===== config.mk =====
export PLATFORM = sky130hd
export DESIGN_NAME = microseq_8085
export DESIGN_NICKNAME = d
export VERILOG_FILES = /design/src/rtl/ctrl_8085_pkg.sv /design/src/rtl/opdec_8085.sv /design/src/rtl/microseq_8085.sv
export SDC_FILE = /design/constraint.sdc
export NUM_CORES = 1
export LEC_CHECK = 0
export BUFFER_PORTS_ARGS = -buffer_cell sky130_fd_sc_hd__buf_2
export CORE_AREA = 2 2 39 41
export DETAILED_ROUTE_END_ITERATION = 8
export DIE_AREA = 0 0 41 43
export PLACE_DENSITY = 0.72
export SLEW_MARGIN = 10
export SYNTH_ARGS = -nofsm -noshare
export SYNTH_HDL_FRONTEND = slang
export SYNTH_SLANG_ARGS = --single-unit

===== constraint.sdc =====
create_clock -name clk -period 1.39 [get_ports clk]
set_clock_uncertainty 0.1 [all_clocks]
set_input_delay 0.0695 -clock clk [delete_from_list [all_inputs] [get_ports clk]]
set_output_delay 0.0695 -clock clk [all_outputs]
set_load 0.02 [all_outputs]

===== src/rtl/ctrl_8085_pkg.sv =====
// Shared encodings for the 8085-style sequencer: opcodes, FSM states, ALU ops,
// accumulator sources and the opcode-decode record.
package ctrl_8085_pkg;

  localparam logic [3:0] OP_NOP = 4'h0, OP_MOV_AR = 4'h1, OP_MOV_RA = 4'h2, OP_ADD = 4'h3,
                         OP_SUB = 4'h4, OP_ANA = 4'h5, OP_ORA = 4'h6, OP_XRA = 4'h7,
                         OP_MVI = 4'h8, OP_ADI = 4'h9, OP_JMP = 4'hA, OP_JZ = 4'hB,
                         OP_JC = 4'hC, OP_CMP = 4'hD, OP_SUI = 4'hE, OP_HLT = 4'hF;

  typedef enum logic [2:0] {
    S_FETCH = 3'd0, S_DECODE = 3'd1, S_EXEC = 3'd2,
    S_WB = 3'd3, S_BRANCH = 3'd4, S_HALT = 3'd5
  } state_t;

  typedef enum logic [2:0] {
    ALU_ADD = 3'd0, ALU_SUB = 3'd1, ALU_AND = 3'd2,
    ALU_OR = 3'd3, ALU_XOR = 3'd4, ALU_PASS_B = 3'd5
  } alu_op_t;

  localparam logic [1:0] ACC_ALU = 2'd0, ACC_REG = 2'd1, ACC_IMM = 2'd2;

  // CL_EXEC covers every opcode that walks EXEC->WB except MOV r,A (CL_STORE).
  typedef enum logic [2:0] {
    CL_NOP, CL_EXEC, CL_STORE, CL_JMP, CL_JZ, CL_JC, CL_HLT
  } op_class_t;

  typedef struct packed {
    op_class_t  cls;
    alu_op_t    alu_op;
    logic       alu_b_sel;
    logic [1:0] acc_src;
    logic       writes_acc;
    logic       writes_flags;
  } dec_t;

endpackage


===== src/rtl/opdec_8085.sv =====
// Combinational opcode decode; the sequencer FSM only consumes this record.
module opdec_8085
  import ctrl_8085_pkg::*;
(
  input  logic [3:0] opcode,
  output dec_t       dec
);

  always_comb begin
    dec.cls          = CL_EXEC;
    dec.alu_op       = ALU_ADD;
    dec.alu_b_sel    = 1'b0;
    dec.acc_src      = ACC_ALU;
    dec.writes_acc   = 1'b0;
    dec.writes_flags = 1'b0;
    case (opcode)
      OP_NOP:    dec.cls = CL_NOP;
      OP_JMP:    dec.cls = CL_JMP;
      OP_JZ:     dec.cls = CL_JZ;
      OP_JC:     dec.cls = CL_JC;
      OP_HLT:    dec.cls = CL_HLT;
      OP_MOV_AR: begin dec.alu_op = ALU_PASS_B; dec.acc_src = ACC_REG; dec.writes_acc = 1'b1; end
      OP_MOV_RA: begin dec.cls = CL_STORE; dec.alu_op = ALU_PASS_B; end
      OP_MVI: begin
        dec.alu_op = ALU_PASS_B; dec.alu_b_sel = 1'b1;
        dec.acc_src = ACC_IMM; dec.writes_acc = 1'b1;
      end
      OP_ADD:  begin dec.alu_op = ALU_ADD; dec.writes_acc = 1'b1; dec.writes_flags = 1'b1; end
      OP_SUB:  begin dec.alu_op = ALU_SUB; dec.writes_acc = 1'b1; dec.writes_flags = 1'b1; end
      OP_ANA:  begin dec.alu_op = ALU_AND; dec.writes_acc = 1'b1; dec.writes_flags = 1'b1; end
      OP_ORA:  begin dec.alu_op = ALU_OR;  dec.writes_acc = 1'b1; dec.writes_flags = 1'b1; end
      OP_XRA:  begin dec.alu_op = ALU_XOR; dec.writes_acc = 1'b1; dec.writes_flags = 1'b1; end
      OP_ADI: begin
        dec.alu_op = ALU_ADD; dec.alu_b_sel = 1'b1;
        dec.writes_acc = 1'b1; dec.writes_flags = 1'b1;
      end
      OP_SUI: begin
        dec.alu_op = ALU_SUB; dec.alu_b_sel = 1'b1;
        dec.writes_acc = 1'b1; dec.writes_flags = 1'b1;
      end
      OP_CMP:  begin dec.alu_op = ALU_SUB; dec.writes_flags = 1'b1; end
      default: dec.cls = CL_NOP;
    endcase
  end

endmodule


===== src/rtl/microseq_8085.sv =====
// Instruction-cycle FSM for the accumulator datapath: Moore-decoded enables and
// selects from the state register and IR opcode; only BRANCH looks at z/cy.
module microseq_8085
  import ctrl_8085_pkg::*;
#(
  parameter int IMM_W              = 8,
  parameter bit HALT_ON_RESET_ONLY = 1'b1
) (
  input  logic        clk,
  input  logic        reset,
  input  logic [15:0] ir,
  input  logic        z,
  input  logic        cy,
  output logic        pc_write,
  output logic        pc_src,
  output logic        ir_write,
  output logic        acc_write,
  output logic [1:0]  acc_src,
  output logic        reg_write,
  output logic [2:0]  alu_op,
  output logic        alu_b_sel,
  output logic        flag_write,
  output logic [2:0]  state,
  output logic        halted,
  output logic        instr_done
);

  state_t st_q, st_d;
  dec_t   dec;

  // Register index and immediate feed the datapath muxes directly, not the FSM.
  logic [IMM_W-1:0] unused_imm;
  logic [3:0]       unused_rsel;
  assign unused_imm  = ir[IMM_W-1:0];
  assign unused_rsel = ir[11:8];

  opdec_8085 u_dec (
    .opcode (ir[15:12]),
    .dec    (dec)
  );

  always_ff @(posedge clk) begin
    if (reset) st_q <= S_FETCH;
    else       st_q <= st_d;
  end

  always_comb begin
    st_d       = S_FETCH;
    pc_write   = 1'b0;
    pc_src     = 1'b0;
    ir_write   = 1'b0;
    acc_write  = 1'b0;
    acc_src    = ACC_ALU;
    reg_write  = 1'b0;
    alu_op     = ALU_ADD;
    alu_b_sel  = 1'b0;
    flag_write = 1'b0;
    halted     = 1'b0;
    instr_done = 1'b0;
    case (st_q)
      S_FETCH: begin
        ir_write = 1'b1;
        pc_write = 1'b1;
        st_d     = S_DECODE;
      end
      S_DECODE: begin
        case (dec.cls)
          CL_NOP:               begin instr_done = 1'b1; st_d = S_FETCH; end
          CL_JMP, CL_JZ, CL_JC: st_d = S_BRANCH;
          CL_HLT:               st_d = S_HALT;
          default:              st_d = S_EXEC;
        endcase
      end
      S_EXEC: begin
        alu_op    = dec.alu_op;
        alu_b_sel = dec.alu_b_sel;
        st_d      = S_WB;
      end
      S_WB: begin
        alu_op     = dec.alu_op;
        alu_b_sel  = dec.alu_b_sel;
        acc_write  = dec.writes_acc;
        acc_src    = dec.acc_src;
        flag_write = dec.writes_flags;
        reg_write  = (dec.cls == CL_STORE);
        instr_done = 1'b1;
        st_d       = S_FETCH;
      end
      S_BRANCH: begin
        pc_src     = 1'b1;
        pc_write   = (dec.cls == CL_JMP) | ((dec.cls == CL_JZ) & z) | ((dec.cls == CL_JC) & cy);
        instr_done = 1'b1;
        st_d       = S_FETCH;
      end
      S_HALT: begin
        halted = 1'b1;
        // With the parameter cleared, HALT is a single-cycle pause instead of a stop.
        if (HALT_ON_RESET_ONLY) st_d = S_HALT;
        else                    st_d = S_FETCH;
      end
      default: st_d = S_FETCH;
    endcase
    if (reset) begin
      pc_write   = 1'b0;
      pc_src     = 1'b0;
      ir_write   = 1'b0;
      acc_write  = 1'b0;
      acc_src    = ACC_ALU;
      reg_write  = 1'b0;
      alu_op     = ALU_ADD;
      alu_b_sel  = 1'b0;
      flag_write = 1'b0;
      halted     = 1'b0;
      instr_done = 1'b0;
    end
  end

  assign state = reset ? 3'd0 : st_q;

endmodule

==> results of run 1 <==
-- area by class of cell --
type | count | area [µm²] | area share
Inverter | 1 | 3.75 | 0.00432
Timing Repair Buffer | 40 | 290 | 0.334
Clock buffer | 4 | 26.3 | 0.0302
Sequential cell | 3 | 68.8 | 0.0791
Multi-Input combinational cell | 61 | 460 | 0.529
Tap cell | 16 | 20.0 | 0.0230
-- cell families (layout without fill, tap and decap cells) --
kind of cell,count (synthesis),in the layout,synth area share
buffers and inverters,7,45,0.0788
xor gates and xnor gates,2,2,0.0381
DFF,3,3,0.130
AOI/OAI and AO/OA,17,17,0.242
and+or+nand+nor,42,42,0.511
-- stage by stage --
stage / instance area [µm²] / cells / util / hold slack, ps
finish: 870 / 125 / 0.628 / 180
global route: 870 / 125 / 0.628 / 210
CTS: 747 / 123 / 0.540 / 194
detailed placement: 637 / 113 / 0.460 / 235
global placement: 637 / 113 / 0.460 / 227
floorplan: 469 / 71 / - / 41.9
-- worst max-delay path: cells and delay by family, from the launching register on --
kind            cells  cell delay (ps)
compound gates      1              160
buf+inv             1              160
flops               1              350
simple gates        1              370
-- cells in the mapped netlist, drive strengths merged --
| library cell | count |
|---|---|
| nand3b | 2 |
| a41oi | 1 |
| and2 | 1 |
| xor2 | 1 |
| dfxtp | 3 |
| a31oi | 3 |
| o21bai | 1 |
| a21oi | 4 |
| or2b | 1 |
| nand2 | 6 |
| o31ai | 1 |
| or3 | 2 |
| nand4 | 1 |
| buf | 3 |
| a21o | 1 |
| or4b | 1 |
| xnor2 | 1 |
| nand3 | 2 |
| nor2 | 13 |
| and3b | 1 |
| clkbuf | 3 |
| o21ai | 2 |
| nor3b | 2 |
| a211oi | 3 |
| nand2b | 4 |
| inv | 1 |
| nor2b | 4 |
| a221oi | 1 |
| and2b | 2 |
-- layer usage --
metal,GRT usage,vias to the layer above,routed length [µm]
met4,0.0400,0,0
met2,0.272,15,758
li1,-,329,-
met3,0.0157,0,46
met5,0,-,0
met1,0.250,289,635
-- worst paths after layout --
check	start	to	slack, ps	depth (start not counted)
worst min-delay path	reset	st_q[1]	180	4
worst max register to register	st_q[2]	st_q[1]	240	5
worst max-delay path	st_q[1]	pc_write	-60	3
worst min register to register	st_q[1]	st_q[2]	510	2
-- power by group through the flow --
stage | Sequential (W) | Combinational (W) | Clock (W)
2_1_floorplan | 0.0000992 | 0.000115 | 0
3_3_place_gp | 0.000104 | 0.000165 | 0
3_5_place_dp | 0.000103 | 0.000168 | 0
4_1_cts | 0.000102 | 0.000195 | 0.000156
5_1_grt | 0.000103 | 0.000256 | 0.000170
6_report | 0.000102 | 0.000237 | 0.000156
-- what timing repair did --
item / in CTS / in global routing
endpoints found under the hold margin: 1 / 0
resized for setup: 12 / 30
setup endpoints to repair: 12 / 12
cloned: 0 / 0
hold buffers: 1 / 0
setup buffers: 5 / 2
pin swaps: 6 / 6
==> metrics.csv, run 1 <==
stage,metric,value,unit
drt,wire length per cell,11.5,µm
power,sw power,0.000180,W
final_layout,fraction of layout cells with a size suffix above 1,0.596,
timing,final setup violating endpoints,4,
timing,max_slew headroom,0.810,
timing,Max Slew Vio Count,0,
drt,drt total wl,1440,µm
timing,RSZ-0062 raised after global routing,true,
cts,Clock Latency Late Sink,230,ps
yosys,synthesized instance count,71,
cts,clock buffer depth,2,
global_routing,vias in the first global route,532,
global_routing,first-pass GRT wire length,2260,µm
final_layout,number of diodes,0,
placed_design,IO Port Bufs,24,
power,Final Power,0.000495,W
run_status,violated checks,setup timing,
global_routing,initial antenna violation count,0,
power,power share of the clock group,0.315,
final_layout,biggest regs,st_q x3,
global_routing,gr usage total,0.175,
floorplan,core area,1380,µm²
power,Sw Ratio,0.364,
critical_path,critical path required time,1220,ps
yosys,largest area contributor in the netlist,dfxtp_1,
critical_path,critical setup path kind,register to output port,
yosys,Mean Syn Cell Area,6.49,µm²
final_layout,Top reg by flops,st_q,
cts,clk root buf,clkbuf_4,
worst_hold_path,HP Class,input pin to register,
timing,Period minus WS final,1450,ps
critical_path,worst-path maximum fanout,4,
cts,clock slew at reported path FFs,40,ps
drt,vias per inst,5.06,
floorplan,Die Y,43,µm
power,Int Pwr,0.000315,W
drt,via count,633,
power,Leak,0.404,nW
yosys,post-synth cell types,31,
timing,Worst Tran Pin Value,285,ps
floorplan,# IOs,37,
critical_path,crit path cell chain,or3_4 > a31oi_1 > buf_4,
drt,Routed Antenna Nets,0,
yosys,area share of the largest cell type after synthesis,0.130,
drt,drt drc,0,
yosys,Mapped Area,460,µm²
floorplan,Starting Density,0.333,
timing,Final Worst Setup Slack,-59.9,ps
final_layout,# fillers,114,
placed_design,Post-Place Worst Slack,41.2,ps
cts,htree depth,1,
critical_path,crit path launch type,register,
drt,Detailed Route Iter0 Violations,6,
cts,Clock Sinks,3,
global_routing,pin count of the biggest net entering global routing,10,
floorplan,DIE AREA,1760,µm²
yosys,ranking of synthesized cells by area,"dfxtp_1 13%, nor2_1 11%, nand2b_1 5.4%",
timing,fmax,0.690,GHz
floorplan,Die X,41,µm
critical_path,CP Capture Type,output port,
final_layout,"most common cell after layout, fill and taps aside",buf_4,
drt,DRT Pass-1 Iters,4,
timing,Setup TNS,-132,ps
run_status,status,"complete, but fails checks",
timing,hold violation count in the final report,0,
global_routing,"Remaining Overflow, GRT",0,
critical_path,Max stage delay on crit path,370,ps
final_layout,Area Overhead vs Synth,88.9,%
cts,total CTS buffers,3,
power,pwr/cell area,569,nW/µm²
floorplan,row cnt,14,
power,Logic pwr share,0.478,
final_layout,Final #Nets,130,
power,maximum vdd drop,0.288,mV
run,max cap viols,0,
yosys,register bit total from synthesis,3,
final_layout,most frequent cells in the layout,"19 x buf_4, 14 x buf_2, 6 x buf_6",
yosys,Syn Nets,91,
critical_path,data arrival time of the worst path,1280,ps
timing,final worst path period share,1.04,
power,Reg power frac,0.207,
critical_path,Crit-path slowest cell,or3_4,
yosys,synth warn,0,
final_layout,max reg flops,3,
cts,CTS tree,done,
placed_design,Detailed Place HPWL,953,µm
placed_design,Placer Congestion,0.807,
yosys,register area share after synthesis,0.130,
Note: power is estimated with default switching activity, not from simulation.
==> run 2, diff against run 1 <==
BUFFER_PORTS_ARGS = default   (was -buffer_cell sky130_fd_sc_hd__buf_2)
DONT_BUFFER_PORTS = 1   (was default)
PLACE_DENSITY = default   (was 0.72)
clock period = 1.6 ns   (was 1.39 ns; I/O delays follow)
==> run 2 against run 1 <==
The flow now finishes without violations. Register-to-register slack gained 210 ps. Design area decreased by 26%. Combinational power down 50%. Global-route usage down 3.0 points. Count of clock-buffer cells in the layout unchanged. Sequential cell count stayed put. Critical endpoint is now flag_write. Largest cell class unchanged. Largest power group is now clock.
==> metrics.csv, run 2 (synthesized netlist as in run 1, its figures left out) <==
stage,metric,value,unit,change
timing,final worst path period share,0.951,,
floorplan,Die Y,43,µm,unchanged
critical_path,worst path bufs/invs,2,,+1
cts,Clock Sinks,3,,unchanged
final_layout,Top reg by flops,st_q,,
floorplan,Starting Density,0.333,,unchanged
final_layout,number of diodes,0,,unchanged
cts,clock slew at reported path FFs,30,ps,about the same
cts,clk root buf,clkbuf_4,,
power,Leak,0.282,nW,-30%
drt,Routed Antenna Nets,0,,unchanged
cts,CTS tree,done,,
cts,total CTS buffers,3,,unchanged
critical_path,Max stage delay on crit path,350,ps,-20 ps
critical_path,crit path launch type,register,,
placed_design,placed inst area,538,µm²,-16%
critical_path,Crit-path slowest cell,dfxtp_4,,
critical_path,crit path cell chain,and2b_1 > nand3b_1 > buf_4 > a31oi_1 > buf_4,,
final_layout,Final #Nets,109,,-16%
floorplan,core area,1380,µm²,unchanged
placed_design,Placer Congestion,0.756,,-6.3%
critical_path,critical path required time,1420,ps,+200 ps
drt,wire length per cell,11.8,µm,+2.2%
run,max cap viols,0,,unchanged
timing,Worst Tran Pin Value,455,ps,+170 ps
global_routing,pin count of the biggest net entering global routing,14,,+4
global_routing,"Remaining Overflow, GRT",0,,unchanged
final_layout,Area Overhead vs Synth,39.7,%,
critical_path,critical setup path kind,register to output port,,
drt,drt total wl,1220,µm,-15%
floorplan,Die X,41,µm,unchanged
timing,final setup violating endpoints,0,,-4
final_layout,Final Cell Area,643,µm²,-26%
critical_path,CP top delay family,flip-flops,,
critical_path,RR Startpoint,st_q[0],,
placed_design,Detailed Place HPWL,859,µm,-9.8%
final_layout,# fillers,140,,+23%
worst_hold_path,hold_sp,reset,,
final_layout,fraction of layout cells with a size suffix above 1,0.307,,-0.290
critical_path,Critical Path Start,st_q[0],,
floorplan,row cnt,14,,unchanged
cts,Clock Latency Late Sink,220,ps,about the same
timing,fmax,0.657,GHz,
drt,Detailed Route Iter0 Violations,13,,+7
power,Final Power,0.000337,W,-32%
final_layout,biggest regs,st_q x3,,
timing,Period minus WS final,1520,ps,
drt,vias per inst,5.23,,+3.3%
final_layout,max reg flops,3,,unchanged
final_layout,"most common cell after layout, fill and taps aside",buf_4,,
timing,max_slew headroom,0.698,,-0.112
power,pwr/cell area,525,nW/µm²,-7.8%
run_status,status,completed,,
global_routing,gr usage total,0.144,,-0.0301
drt,DRT Pass-1 Iters,4,,unchanged
power,maximum vdd drop,0.341,mV,+18%
drt,via count,544,,-14%
critical_path,data arrival time of the worst path,1340,ps,+60 ps
global_routing,vias in the first global route,430,,-19%
final_layout,most frequent cells in the layout,"17 x buf_4, 13 x nor2_1, 5 x nand2_1, 4 x a21oi_1",,
global_routing,first-pass GRT wire length,1880,µm,-17%
critical_path,worst-path maximum fanout,5,,+1
placed_design,IO Port Bufs,0,,-100%
floorplan,DIE AREA,1760,µm²,unchanged
critical_path,CP Capture Type,output port,,
drt,drt drc,0,,unchanged
timing,hold violation count in the final report,0,,unchanged
critical_path,most used cell along the critical path,buf_4,,
global_routing,initial antenna violation count,0,,unchanged
cts,htree depth,1,,unchanged
timing,Max Slew Vio Count,0,,unchanged
cts,clock buffer depth,2,,unchanged
worst_hold_path,HP Class,input pin to register,,
floorplan,# IOs,37,,unchanged
[run 2: cell count changes in the layout (fill, tap and decap cells not counted), moves of 2 or more]
cell      previous run  this run
nor2_2               3         0
buf_2               14         0
a211oi_1             1         3
buf_6                6         0
nor2_1               5        13
a211oi_2             2         0
buf_4               19        17
nor2_4               5         0
[run 2: metrics by stage]
step | setup WS, ps | cells | utilization | hold slack (ps) | TNS, ps
floorplan | 109 | 71 | - | 52.4 | 0
global placement | 223 | 93 | 0.389 | 57.0 | 0
detailed placement | 221 | 93 | 0.389 | 60.0 | 0
CTS | 52.7 | 99 | 0.423 | 69.8 | 0
global route | -0.0644 | 104 | 0.465 | 57.4 | -0.0644
finish | 78.2 | 104 | 0.465 | 29.2 | 0
[run 2: path summary, 6_finish.rpt]
| path | endpoint | slack (ps) | cells after the start |
|---|---|---|---|
| worst min-delay path | st_q[1] | 30 | 3 |
| worst max-delay path | flag_write | 80 | 5 |
| worst min register to register | st_q[2] | 410 | 1 |
| worst max register to register | st_q[2] | 450 | 4 |
[run 2: worst min-delay path, delay by kind of cell]
kind | cells | cell delay [ps]
and+or+nand+nor | 2 | 160
AOI/OAI and AO/OA | 1 | 70
[run 2: timing repair]
item                                    CTS  global route
pin swaps                                 0             0
endpoints found under the setup margin    2             5
endpoints found under the hold margin     3             0
hold buffers                              2             0
resized for setup                         1             6
buffers inserted                          0             5
[run 2: cell type report]
class / instances / area (µm²) / area share
multi-input combinational: 61 / 379 / 0.589
inverter: 1 / 3.75 / 0.00584
clock buffer: 4 / 26.3 / 0.0409
tap: 16 / 20.0 / 0.0311
sequential: 3 / 66.3 / 0.103
timing repair buffer: 19 / 148 / 0.230
[run 2: power by group]
group          total [W]  internal (W)  switching [W]
registers      0.0000922     0.0000822     0.00000999
logic           0.000119     0.0000566      0.0000625
clock network   0.000126     0.0000931      0.0000330
total           0.000337      0.000232       0.000106
[run 2: routing by layer]
layer	vias to the layer above	wire length (µm)	share of wire	GRT usage
li1	283	-	-	-
met1	247	535	0.44	0.205
met2	14	609	0.50	0.225
met3	0	79	0.065	0.0262
met4	0	0	0	0.0200
met5	-	0	0	0
